===== src/rtl/spi_master.sv =====
// spi_master: mode-0, MSB-first, 8-bit full-duplex SPI master with a valid/ready
// host byte interface. One frame per accepted byte:
// SETUP -> 16 sclk half-periods (SHIFT) -> HOLD -> GAP -> IDLE.
// Optional build macro SPI_MASTER_LOOPBACK_EN adds a 'loopback' input. When it
// is high, the internal mosi register is sampled instead of the miso pin.
module spi_master #(
   parameter int CLK_DIV = 2
) (
   input  logic       clk,
   input  logic       rst_n,
   input  logic       tx_valid,
   output logic       tx_ready,
   input  logic [7:0] tx_data,
   output logic       rx_valid,
   output logic [7:0] rx_data,
   output logic       busy,
   output logic       sclk,
   output logic       ss_n,
   output logic       mosi,
   input  logic       miso
`ifdef SPI_MASTER_LOOPBACK_EN
   ,
   input  logic       loopback
`endif
);

   typedef enum logic [2:0] {
      S_IDLE,
      S_SETUP,
      S_SHIFT,
      S_HOLD,
      S_GAP
   } state_t;

   localparam int DIV_W = (CLK_DIV > 1) ? $clog2(CLK_DIV) : 1;
   localparam logic [DIV_W-1:0] DIV_LAST = DIV_W'(CLK_DIV - 1);

   state_t           r_state;
   logic [DIV_W-1:0] r_div_cnt;
   logic [3:0]       r_edge_cnt;
   logic [7:0]       r_tx_shift;
   logic [7:0]       r_rx_shift;
   logic [7:0]       r_rx_data;
   logic             r_rx_valid;
   logic             r_busy;
   logic             r_sclk;
   logic             r_ss_n;
   logic             r_mosi;

   logic             w_tick;
   logic             w_sample;

   assign w_tick = (r_div_cnt == DIV_LAST);

`ifdef SPI_MASTER_LOOPBACK_EN
   assign w_sample = loopback ? r_mosi : miso;
`else
   assign w_sample = miso;
`endif

   assign tx_ready = (r_state == S_IDLE);
   assign rx_valid = r_rx_valid;
   assign rx_data  = r_rx_data;
   assign busy     = r_busy;
   assign sclk     = r_sclk;
   assign ss_n     = r_ss_n;
   assign mosi     = r_mosi;

   // Frame sequencer: divider, sclk/ss_n/mosi generation, and shift registers.
   always_ff @(posedge clk) begin
      if (!rst_n) begin
         r_state    <= S_IDLE;
         r_div_cnt  <= '0;
         r_edge_cnt <= '0;
         r_tx_shift <= '0;
         r_rx_shift <= '0;
         r_rx_data  <= '0;
         r_rx_valid <= 1'b0;
         r_busy     <= 1'b0;
         r_sclk     <= 1'b0;
         r_ss_n     <= 1'b1;
         r_mosi     <= 1'b0;
      end else begin
         r_rx_valid <= 1'b0;
         case (r_state)
            S_IDLE: begin
               r_div_cnt <= '0;
               if (tx_valid) begin
                  r_tx_shift <= tx_data;
                  r_mosi     <= tx_data[7];
                  r_ss_n     <= 1'b0;
                  r_busy     <= 1'b1;
                  r_state    <= S_SETUP;
               end
            end
            S_SETUP: begin
               if (w_tick) begin
                  r_div_cnt  <= '0;
                  r_edge_cnt <= '0;
                  r_state    <= S_SHIFT;
               end else begin
                  r_div_cnt <= r_div_cnt + 1'b1;
               end
            end
            S_SHIFT: begin
               if (w_tick) begin
                  r_div_cnt <= '0;
                  r_sclk    <= ~r_sclk;
                  if (!r_sclk) begin
                     // Rising sclk edge: capture the slave's bit.
                     r_rx_shift <= {r_rx_shift[6:0], w_sample};
                  end else if (r_edge_cnt != 4'd15) begin
                     // Falling sclk edge: present the next transmit bit.
                     r_mosi     <= r_tx_shift[6];
                     r_tx_shift <= {r_tx_shift[6:0], 1'b0};
                  end
                  if (r_edge_cnt == 4'd15) begin
                     r_edge_cnt <= '0;
                     r_state    <= S_HOLD;
                  end else begin
                     r_edge_cnt <= r_edge_cnt + 4'd1;
                  end
               end else begin
                  r_div_cnt <= r_div_cnt + 1'b1;
               end
            end
            S_HOLD: begin
               if (w_tick) begin
                  r_div_cnt  <= '0;
                  r_ss_n     <= 1'b1;
                  r_rx_data  <= r_rx_shift;
                  r_rx_valid <= 1'b1;
                  r_state    <= S_GAP;
               end else begin
                  r_div_cnt <= r_div_cnt + 1'b1;
               end
            end
            S_GAP: begin
               if (w_tick) begin
                  r_div_cnt <= '0;
                  r_busy    <= 1'b0;
                  r_state   <= S_IDLE;
               end else begin
                  r_div_cnt <= r_div_cnt + 1'b1;
               end
            end
            default: begin
               r_div_cnt <= '0;
               r_state   <= S_IDLE;
            end
         endcase
      end
   end

endmodule

===== config.mk =====
export PLATFORM = sky130hd
export DESIGN_NAME = spi_master
export DESIGN_NICKNAME = d
export VERILOG_FILES = /design/src/rtl/spi_master.sv
export SDC_FILE = /design/constraint.sdc
export NUM_CORES = 1
export LEC_CHECK = 0
export BUFFER_PORTS_ARGS = -buffer_cell sky130_fd_sc_hd__buf_2
export CORE_MARGIN = 2
export CORE_UTILIZATION = 59
export CTS_CLUSTER_SIZE = 12
export DETAILED_ROUTE_END_ITERATION = 8
export PLACE_DENSITY = 0.82
export SLEW_MARGIN = 25
export SYNTH_ARGS = -nofsm -noshare
export SYNTH_HDL_FRONTEND = slang
export SYNTH_SLANG_ARGS = --single-unit

===== constraint.sdc =====
create_clock -name clk -period 3.76 [get_ports clk]
set_input_delay 0 -clock clk [delete_from_list [all_inputs] [get_ports clk]]
set_output_delay 0 -clock clk [all_outputs]
set_load 0.03 [all_outputs]

==> flow_summary.toml, run 1 <==
[die]
io_pins = 26
core_area_um2 = 2520
initial_core_util_pct = 63.2
die_w_um = 56
die_y_um = 56
die_area_um2 = 3140
rows = 18

[worst_setup_path]
r2r-start = "r_state[1]"
reg2reg_slack_ns = 1.86
end_kind = "register"
crit_arrival_ns = 2.11
crit_required_ns = 3.97
startpoint = "r_state[1]"
start_kind = "register"
r2r-end = "r_tx_shift[1]"
ff2ff_path_depth = 4
crit_type = "reg -> reg"
cp_max_fo = 13

[clock_network]
cts_buffer_depth = 2
postCtsSetupBuffers = 0
clkLatencyLatePin_ns = 0.34
path_clk_slew_ns = 0.11
cts_buffers = 5
cts_tree = "yes"
cts.sinks = 36
htreeDepth = 2
ctsRootBufferMaster = "clkbuf_4"

[yosys]
synth_most_common_cell = "nand2_1"
synth_edf_count = 0
synth.distinct_cells = 34
yosys_warnings = 0
synth_commonest_cells = "nand2_1 (38), dfxtp_1 (36), mux2i_1 (17)"
synth.top_cell.area_share_pct = 45.2
ys.flop_type = "dfxtp_1"
synth_nets = 191
synth-seq-cells = 36
seq_area_frac_synth_pct = 45.2
post-synth-top-area-cell = "dfxtp_1"
synth_area_um2 = 1600
avgSynthCellArea_um2 = 8.96
syn_inst = 178
synthArstFlopShare_pct = 0
ys_top_cells_by_area = "dfxtp_1 (45%), mux2i_1 (11%), nand2_1 (8.9%)"

[min_path]
whs_path_depth = 4
hold_start = "tx_data[4]"
hold_end = "r_tx_shift[4]"
worstHoldPathType = "in -> reg"

[sta]
tns_ns = 0
finalHoldViolCount = 0
max_clock_freq_mhz = 527
setup_slack_ns = 1.86
tightest_slew_ns = 0.748
grt_setup_unrepaired = "false"
min_period_ns = 1.90
drv_slew = 0
post-route-period-util_pct = 50.5
fin_skew_ns = 0.00552
maxSlewHeadroom_pct = 50.1
setup_viol = 0

[cells_and_area]
fillers = 197
utilization_pct = 73.4
postLayoutCellArea_um2 = 1850
final_cell_count_no_fill = 235
diodes = 0
area_growth_pct = 16.0
finalNetCount = 217
multi_input_area_um2 = 817
seq_area_um2 = 721
layout-drive-gt1-share_pct = 22.9

[detailed_routing]
drc = 0
viasPerCell = 5.47
drtIter0Drc = 49
routed_wl_um = 3240
firstDrtPassIters = 6
vias = 1286
postRouteAntennaNets = 0
wl_per_cell_um = 13.8

[pwr]
worst_ir_drop_vdd_v = 0.000372
p_leak_nw = 0.745
pwr_density_cell_nw_per_um2 = 438

[grt]
grt_start_max_net_pins = 26
antenna_found_initial = 0
grt-ovfl-total = 0
grt_pass1_vias = 1221
grt.total_usage_pct = 22.4
grt_pass1_wl_um = 5440

[placed_design]
pre_cts_ws_ns = 1.92
dpl.hpwl_um = 2210
port_buffers = 25
placed_cells = 223
place_congestion = 0.800
place_area_um2 = 1720

[flow_run]
maxCapViolCount = 0

[status]
status = "finished, final reports clean"
stage by stage:
step                hold slack (ns)  power [mW]
floorplan                     0.147       0.491
global placement              0.245       0.510
detailed placement            0.248       0.514
CTS                         0.00612       0.814
global route                 0.0296       0.852
finish                       0.0474       0.810
repair_timing:
action | CTS | global route
gates resized for setup | 0 | 0
endpoints found under the hold margin | 3 | 1
hold buffers | 3 | 1
where the power goes:
part / switching [mW] / internal (mW) / total [mW] / leakage [nW]
logic: 0.0543 / 0.0416 / 0.0959 / 0.401
clock network: 0.124 / 0.176 / 0.301 / 0.0515
registers: 0.0178 / 0.395 / 0.413 / 0.292
registers in the layout (all words and copies together) (netlist names):
signal      flops
sclk            1
busy            1
r_tx_shift      7
ss_n            1
r_div_cnt       1
rx_valid        1
r_edge_cnt      4
mosi            1
r_rx_shift      8
rx_data         8
r_state         3
cell type report:
type,count,share of cell area (%)
Clock inverter,1,1.62
Sequential cell,36,38.9
Timing Repair Buffer,30,9.33
Multi-Input combinational cell,129,44.2
Inverter,2,0.406
Tap cell,30,2.03
Clock buffer,7,3.52
cell usage in the layout (no fill, tap or decap), types with 2 or more instances in the layout:
cell and count:
o21ai_0 3, a21oi_1 15, nand2_1 38, clkbuf_4 5
o21a_1 3, dfxtp_1 36, buf_2 25, nand2b_1 3
nor3_1 3, mux2_2 8, nor2_1 13, nor2b_1 2
clkbuf_8 2, dlygate4sd3_1 4, mux2i_1 17, nand3_1 6
o21ai_1 2
metal layers:
layer | global-route usage, % | part of all wire [%] | vias up
met2 | 37.8 | 51 | 25
li1 | - | - | 659
met1 | 26.2 | 45 | 598
met3 | 8.37 | 3.6 | 4
met4 | 6.80 | 0.87 | 0
met5 | 0 | 0 | -
worst max-delay path: stages, from the launching register on:
cell and delay, ns:
dfxtp_1 0.58, nor3b_4 0.53, and2_4 0.28, a32oi_4 0.20, mux2i_1 0.18
how the worst max path moves through the flow:
stage	cells past startpoint	slack, ns	end
2_1_floorplan	4	2.21	mosi
3_3_place_gp	4	2.00	mosi
3_5_place_dp	4	1.92	r_tx_shift[6]
4_1_cts	4	1.91	mosi
5_1_grt	4	1.74	r_tx_shift[1]
6_report	4	1.86	r_tx_shift[1]
logic make-up (layout without fill, tap and decap cells):
family,after synthesis,in the layout,share of synthesized area [%]
mux,25,25,16.3
buf+inv,13,40,3.61
flops,36,36,45.2
xor+xnor,1,1,0.549
fa+ha+maj,1,1,0.784
compound gates,28,28,11.5
simple gates,74,74,22.0
Note: power is estimated with default switching activity, not from simulation.
==> inputs of run 2 (changes only) <==
--- a/config.mk
+++ b/config.mk
@@ -7,10 +7,10 @@
 export LEC_CHECK = 0
 export BUFFER_PORTS_ARGS = -buffer_cell sky130_fd_sc_hd__buf_2
 export CORE_MARGIN = 2
-export CORE_UTILIZATION = 59
+export CORE_UTILIZATION = 55
 export CTS_CLUSTER_SIZE = 12
 export DETAILED_ROUTE_END_ITERATION = 8
-export PLACE_DENSITY = 0.82
+export PLACE_DENSITY = 0.77
 export SLEW_MARGIN = 25
 export SYNTH_ARGS = -nofsm -noshare
 export SYNTH_HDL_FRONTEND = slang
==> constraint.sdc (replaced) <==
create_clock -name clk -period 1.9 [get_ports clk]
set_input_delay 0 -clock clk [delete_from_list [all_inputs] [get_ports clk]]
set_output_delay 0 -clock clk [all_outputs]
set_load 0.03 [all_outputs]
==> flow_summary.toml, run 2 (synthesized netlist as in run 1, its figures left out) <==
[status]
status = "finished, final reports clean"

[grt]
met3_usage_pct = 6.70
grt_start_max_net_pins = 26
grt-ovfl-total = 0
grt.total_usage_pct = 22.0
grt_pass1_wl_um = 5530
grt_util_met2_pct = 37.8
busiest_layer = "met2"
antenna_found_initial = 0
grt_pass1_vias = 1222
gr-usage-met1_pct = 26.2

[sta]
drv_slew = 0
tightest_slew_ns = 0.777
fin_skew_ns = 0.00809
post-route-period-util_pct = 92.0
finalHoldViolCount = 0
setup_viol = 0
min_period_ns = 1.75
max_clock_freq_mhz = 572
maxSlewHeadroom_pct = 48.1
grt_setup_unrepaired = "false"
tns_ns = 0

[die]
io_pins = 26
die_area_um2 = 3350
rows = 19
die_y_um = 57.9
initial_core_util_pct = 57.8
die_w_um = 57.9
core_area_um2 = 2760

[worst_setup_path]
cp_max_fo = 8
crit_arrival_ns = 1.99
crit_type = "reg -> reg"
crit_required_ns = 2.14
end_kind = "register"
start_kind = "register"

[detailed_routing]
wl_per_cell_um = 13.6
postRouteAntennaNets = 0
firstDrtPassIters = 4
routed_wl_um = 3230
viasPerCell = 5.45
drtIter0Drc = 50
drc = 0
vias = 1297

[pwr]
combPwrFrac_pct = 13.2
worst_ir_drop_vdd_v = 0.000674
p_leak_nw = 0.747
p_seq_share_pct = 53.2
p_int_mw = 1.14
clockPowerShare_pct = 33.7
p_sw_mw = 0.387
netSwitchingFraction_pct = 25.3
pwr_density_cell_nw_per_um2 = 830

[placed_design]
place_congestion = 0.829
dpl.hpwl_um = 2230
place_area_um2 = 1740
port_buffers = 25

[clock_network]
path_clk_slew_ns = 0.10
ctsRootBufferMaster = "clkbuf_4"
htreeDepth = 2
cts.sinks = 36
clkLatencyLatePin_ns = 0.33
cts_buffers = 5
cts_buffer_depth = 2
cts_resized = 0
cts_tree = "yes"

[cells_and_area]
final_common_cell = "nand2_1"
postLayoutCellArea_um2 = 1850
area_growth_pct = 15.7
diodes = 0
finalNetCount = 219
fillers = 237
final_cell_mix = "nand2_1 (38), dfxtp_1 (36), buf_2 (25)"
layout-drive-gt1-share_pct = 23.7
utilization_pct = 66.9

[flow_run]
maxCapViolCount = 0

[min_path]
worstHoldPathType = "in -> reg"
## run 2: metrics by stage
stage	cells	hold WS, ns	power [mW]	worst slack [ns]
floorplan	178	0.147	0.972	0.347
global placement	227	0.235	1.02	0.287
detailed placement	227	0.248	1.03	0.211
CTS	237	0.0101	1.54	0.130
global route	238	0.0429	1.61	0.0504
finish	238	0.0717	1.53	0.152
## run 2: worst paths after layout
check	slack (ns)	start	cells after the start	end
setup / recovery	0.15	r_edge_cnt[0]	5	r_tx_shift[1]
hold / removal	0.07	tx_data[6]	4	r_tx_shift[6]
setup reg to reg	0.15	r_edge_cnt[0]	5	r_tx_shift[1]
hold reg to reg	0.46	rx_data[3]	2	rx_data[3]
## run 2: what timing repair did
action / 4_1_cts / 5_1_grt
hold buffers: 2 / 1
setup buffers: 0 / 0
endpoints found under the hold margin: 2 / 1
## run 2: area by class of cell
| type | instances | area (um2) | area share (%) |
|---|---|---|---|
| multi-input cells | 129 | 817 | 44.3 |
| inverters | 2 | 7.51 | 0.407 |
| clock buffers | 6 | 41.3 | 2.24 |
| flip-flops and latches | 36 | 721 | 39.1 |
| clock inverters | 2 | 35.0 | 1.90 |
| repair buffers | 32 | 185 | 10.0 |
| well taps | 31 | 38.8 | 2.10 |
## run 2: worst max-delay path: stages, from the launching register on
cell and delay (ns):
dfxtp_1 0.39, ha_1 0.21, nand3_1 0.12, and2_4 0.20
a32oi_4 0.46, mux2i_1 0.29
## run 2: power groups by stage
stage	Sequential, mW	Combinational (mW)	Clock [mW]
6_report	0.814	0.202	0.516
5_1_grt	0.818	0.218	0.578
4_1_cts	0.813	0.200	0.530
3_5_place_dp	0.830	0.195	0
3_3_place_gp	0.827	0.189	0
2_1_floorplan	0.828	0.143	0
## run 2: routing by layer
| layer | part of all wire [%] | routed length [um] |
|---|---|---|
| met1 | 44 | 1420 |
| met2 | 52 | 1680 |
| met3 | 3.5 | 113 |
| met4 | 0.43 | 14 |
| met5 | 0 | 0 |
==> inputs of run 3 (changes only) <==
--- a/config.mk
+++ b/config.mk
@@ -5,12 +5,13 @@
 export SDC_FILE = /design/constraint.sdc
 export NUM_CORES = 1
 export LEC_CHECK = 0
+export ABC_AREA = 1
 export BUFFER_PORTS_ARGS = -buffer_cell sky130_fd_sc_hd__buf_2
 export CORE_MARGIN = 2
-export CORE_UTILIZATION = 55
+export CORE_UTILIZATION = 54
 export CTS_CLUSTER_SIZE = 12
 export DETAILED_ROUTE_END_ITERATION = 8
-export PLACE_DENSITY = 0.77
+export PLACE_DENSITY = 0.76
 export SLEW_MARGIN = 25
 export SYNTH_ARGS = -nofsm -noshare
 export SYNTH_HDL_FRONTEND = slang
==> flow_summary.toml, run 3 <==
[status]
status = "finished, final reports clean"

[detailed_routing]
firstDrtPassIters = 5
viasPerCell = 4.95
drc = 0
routed_wl_um = 2920
vias = 1395
wl_per_cell_um = 10.3
drtIter0Drc = 49
postRouteAntennaNets = 0

[die]
core_area_um2 = 2730
die_y_um = 57.3
initial_core_util_pct = 56.2
die_area_um2 = 3290
rows = 19
io_pins = 26
die_w_um = 57.3

[yosys]
synth_nets = 230
ys_top_cells_by_area = "dfxtp_1 (47%), nor2_1 (10%), nand2_1 (9.8%)"
synth_area_um2 = 1540
yosys_warnings = 0
synth_most_common_cell = "nor2_1"
seq_area_frac_synth_pct = 46.9
post-synth-top-area-cell = "dfxtp_1"
synth.top_cell.area_share_pct = 46.9
avgSynthCellArea_um2 = 7.07
synth_edf_count = 0
syn_inst = 217
synthArstFlopShare_pct = 0
synth.distinct_cells = 19
synth_commonest_cells = "nor2_1 (42), nand2_1 (40), dfxtp_1 (36)"
synth-seq-cells = 36
ys.flop_type = "dfxtp_1"

[cells_and_area]
diodes = 0
seq_area_um2 = 721
fillers = 258
final_common_cell = "nor2_1"
postLayoutCellArea_um2 = 1800
layout-drive-gt1-share_pct = 15.5
final_cell_count_no_fill = 282
area_growth_pct = 17.0
multi_input_area_um2 = 672
finalNetCount = 263
final_cell_mix = "nor2_1 (42), nand2_1 (40), dfxtp_1 (36)"

[grt]
grt.total_usage_pct = 20.7
grt_pass1_wl_um = 5300
grt_start_max_net_pins = 30
grt-ovfl-total = 0
antenna_found_initial = 0
grt_pass1_vias = 1278

[sta]
grt_setup_unrepaired = "false"
post-route-period-util_pct = 73.2
maxSlewHeadroom_pct = 72.4
tns_ns = 0
min_period_ns = 1.39
max_clock_freq_mhz = 719
tightest_slew_ns = 0.414
drv_slew = 0
finalHoldViolCount = 0
fin_skew_ns = 0.0146
setup_viol = 0

[worst_setup_path]
cpMostUsedCell = "nor2_1"
cp_cell_sequence = "nor2_4 -> nand2_4 -> inv_2 -> nand2_2 -> inv_1 -> nor2_1 -> nor2_1"
end_kind = "register"
crit_arrival_ns = 1.67
critPathTopFamily = "simple AND/OR/NAND/NOR gates"
start_kind = "register"
critPathBufInv = 2
reg2reg_slack_ns = 0.51
cp_max_fo = 19
crit_type = "reg -> reg"
cp_slowest_stage_delay_ns = 0.38
slowest_stage = "dfxtp_1"
crit_required_ns = 2.18

[clock_network]
htreeDepth = 2
ctsRootBufferMaster = "clkbuf_4"
cts.sinks = 36
cts_resized = 0
clkLatencyLatePin_ns = 0.34
path_clk_slew_ns = 0.11
cts_tree = "yes"
cts_buffers = 5
postCtsSetupBuffers = 0
cts_buffer_depth = 2
cts_hold_buf = 6

[placed_design]
dpl.hpwl_um = 2040
place_congestion = 0.866
place_area_um2 = 1670
placed_cells = 268
port_buffers = 25

[pwr]
worst_ir_drop_vdd_v = 0.000950
power_mw = 2.42
pwr_density_cell_nw_per_um2 = 1350
p_leak_nw = 0.835

[flow_run]
maxCapViolCount = 0

[min_path]
worstHoldPathType = "in -> reg"
## run 3: logic make-up after synthesis
family	Yosys count	synth area share, %
fa+ha+maj	1	0.815
buf+inv	35	9.29
flops	36	46.9
compound gates	45	15.0
simple gates	100	28.0
## run 3: cell type report
type                    instances  area share, %
clock buffers                   7           3.07
clock inverters                 1          0.418
inverters                      29           6.06
multi-input cells             146           37.4
flip-flops and latches         36           40.1
well taps                      31           2.16
repair buffers                 32           10.7
## run 3: stage by stage
| step | hold WS, ns | setup WS (ns) | utilization, % |
|---|---|---|---|
| 2_1_floorplan | 0.138 | 0.617 | - |
| 3_3_place_gp | 0.245 | 0.536 | 61.2 |
| 3_5_place_dp | 0.258 | 0.531 | 61.2 |
| 4_1_cts | 0.000538 | 0.490 | 65.7 |
| 5_1_grt | 0.0417 | 0.318 | 65.7 |
| 6_report | 0.0123 | 0.509 | 65.7 |
## run 3: per-layer routing
metal | vias up | track usage [%] | share of wire (%)
met3 | 7 | 7.03 | 5.3
met2 | 29 | 33.7 | 46
met5 | - | 0 | 0
li1 | 755 | - | -
met1 | 604 | 25.0 | 47
met4 | 0 | 8.97 | 1.3
## run 3: worst paths after layout
path / cells past startpoint / start / endpoint
max: 7 / r_state[0] / r_rx_shift[4]
max reg2reg: 7 / r_state[0] / r_rx_shift[4]
min reg2reg: 2 / rx_data[6] / rx_data[6]
min: 5 / tx_data[4] / r_tx_shift[4]
## run 3: power by group
part	switching [mW]	internal (mW)	leakage, nW
Clock	0.243	0.181	0.0315
Combinational	0.670	0.319	0.510
Sequential	0.0948	0.910	0.293
## run 3: worst register-to-register path, stage by stage, from the launching register on
cell	delay (ns)
dfxtp_1	0.38
nor2_4	0.19
nand2_4	0.15
inv_2	0.11
nand2_2	0.12
inv_1	0.22
nor2_1	0.07
nor2_1	0.10
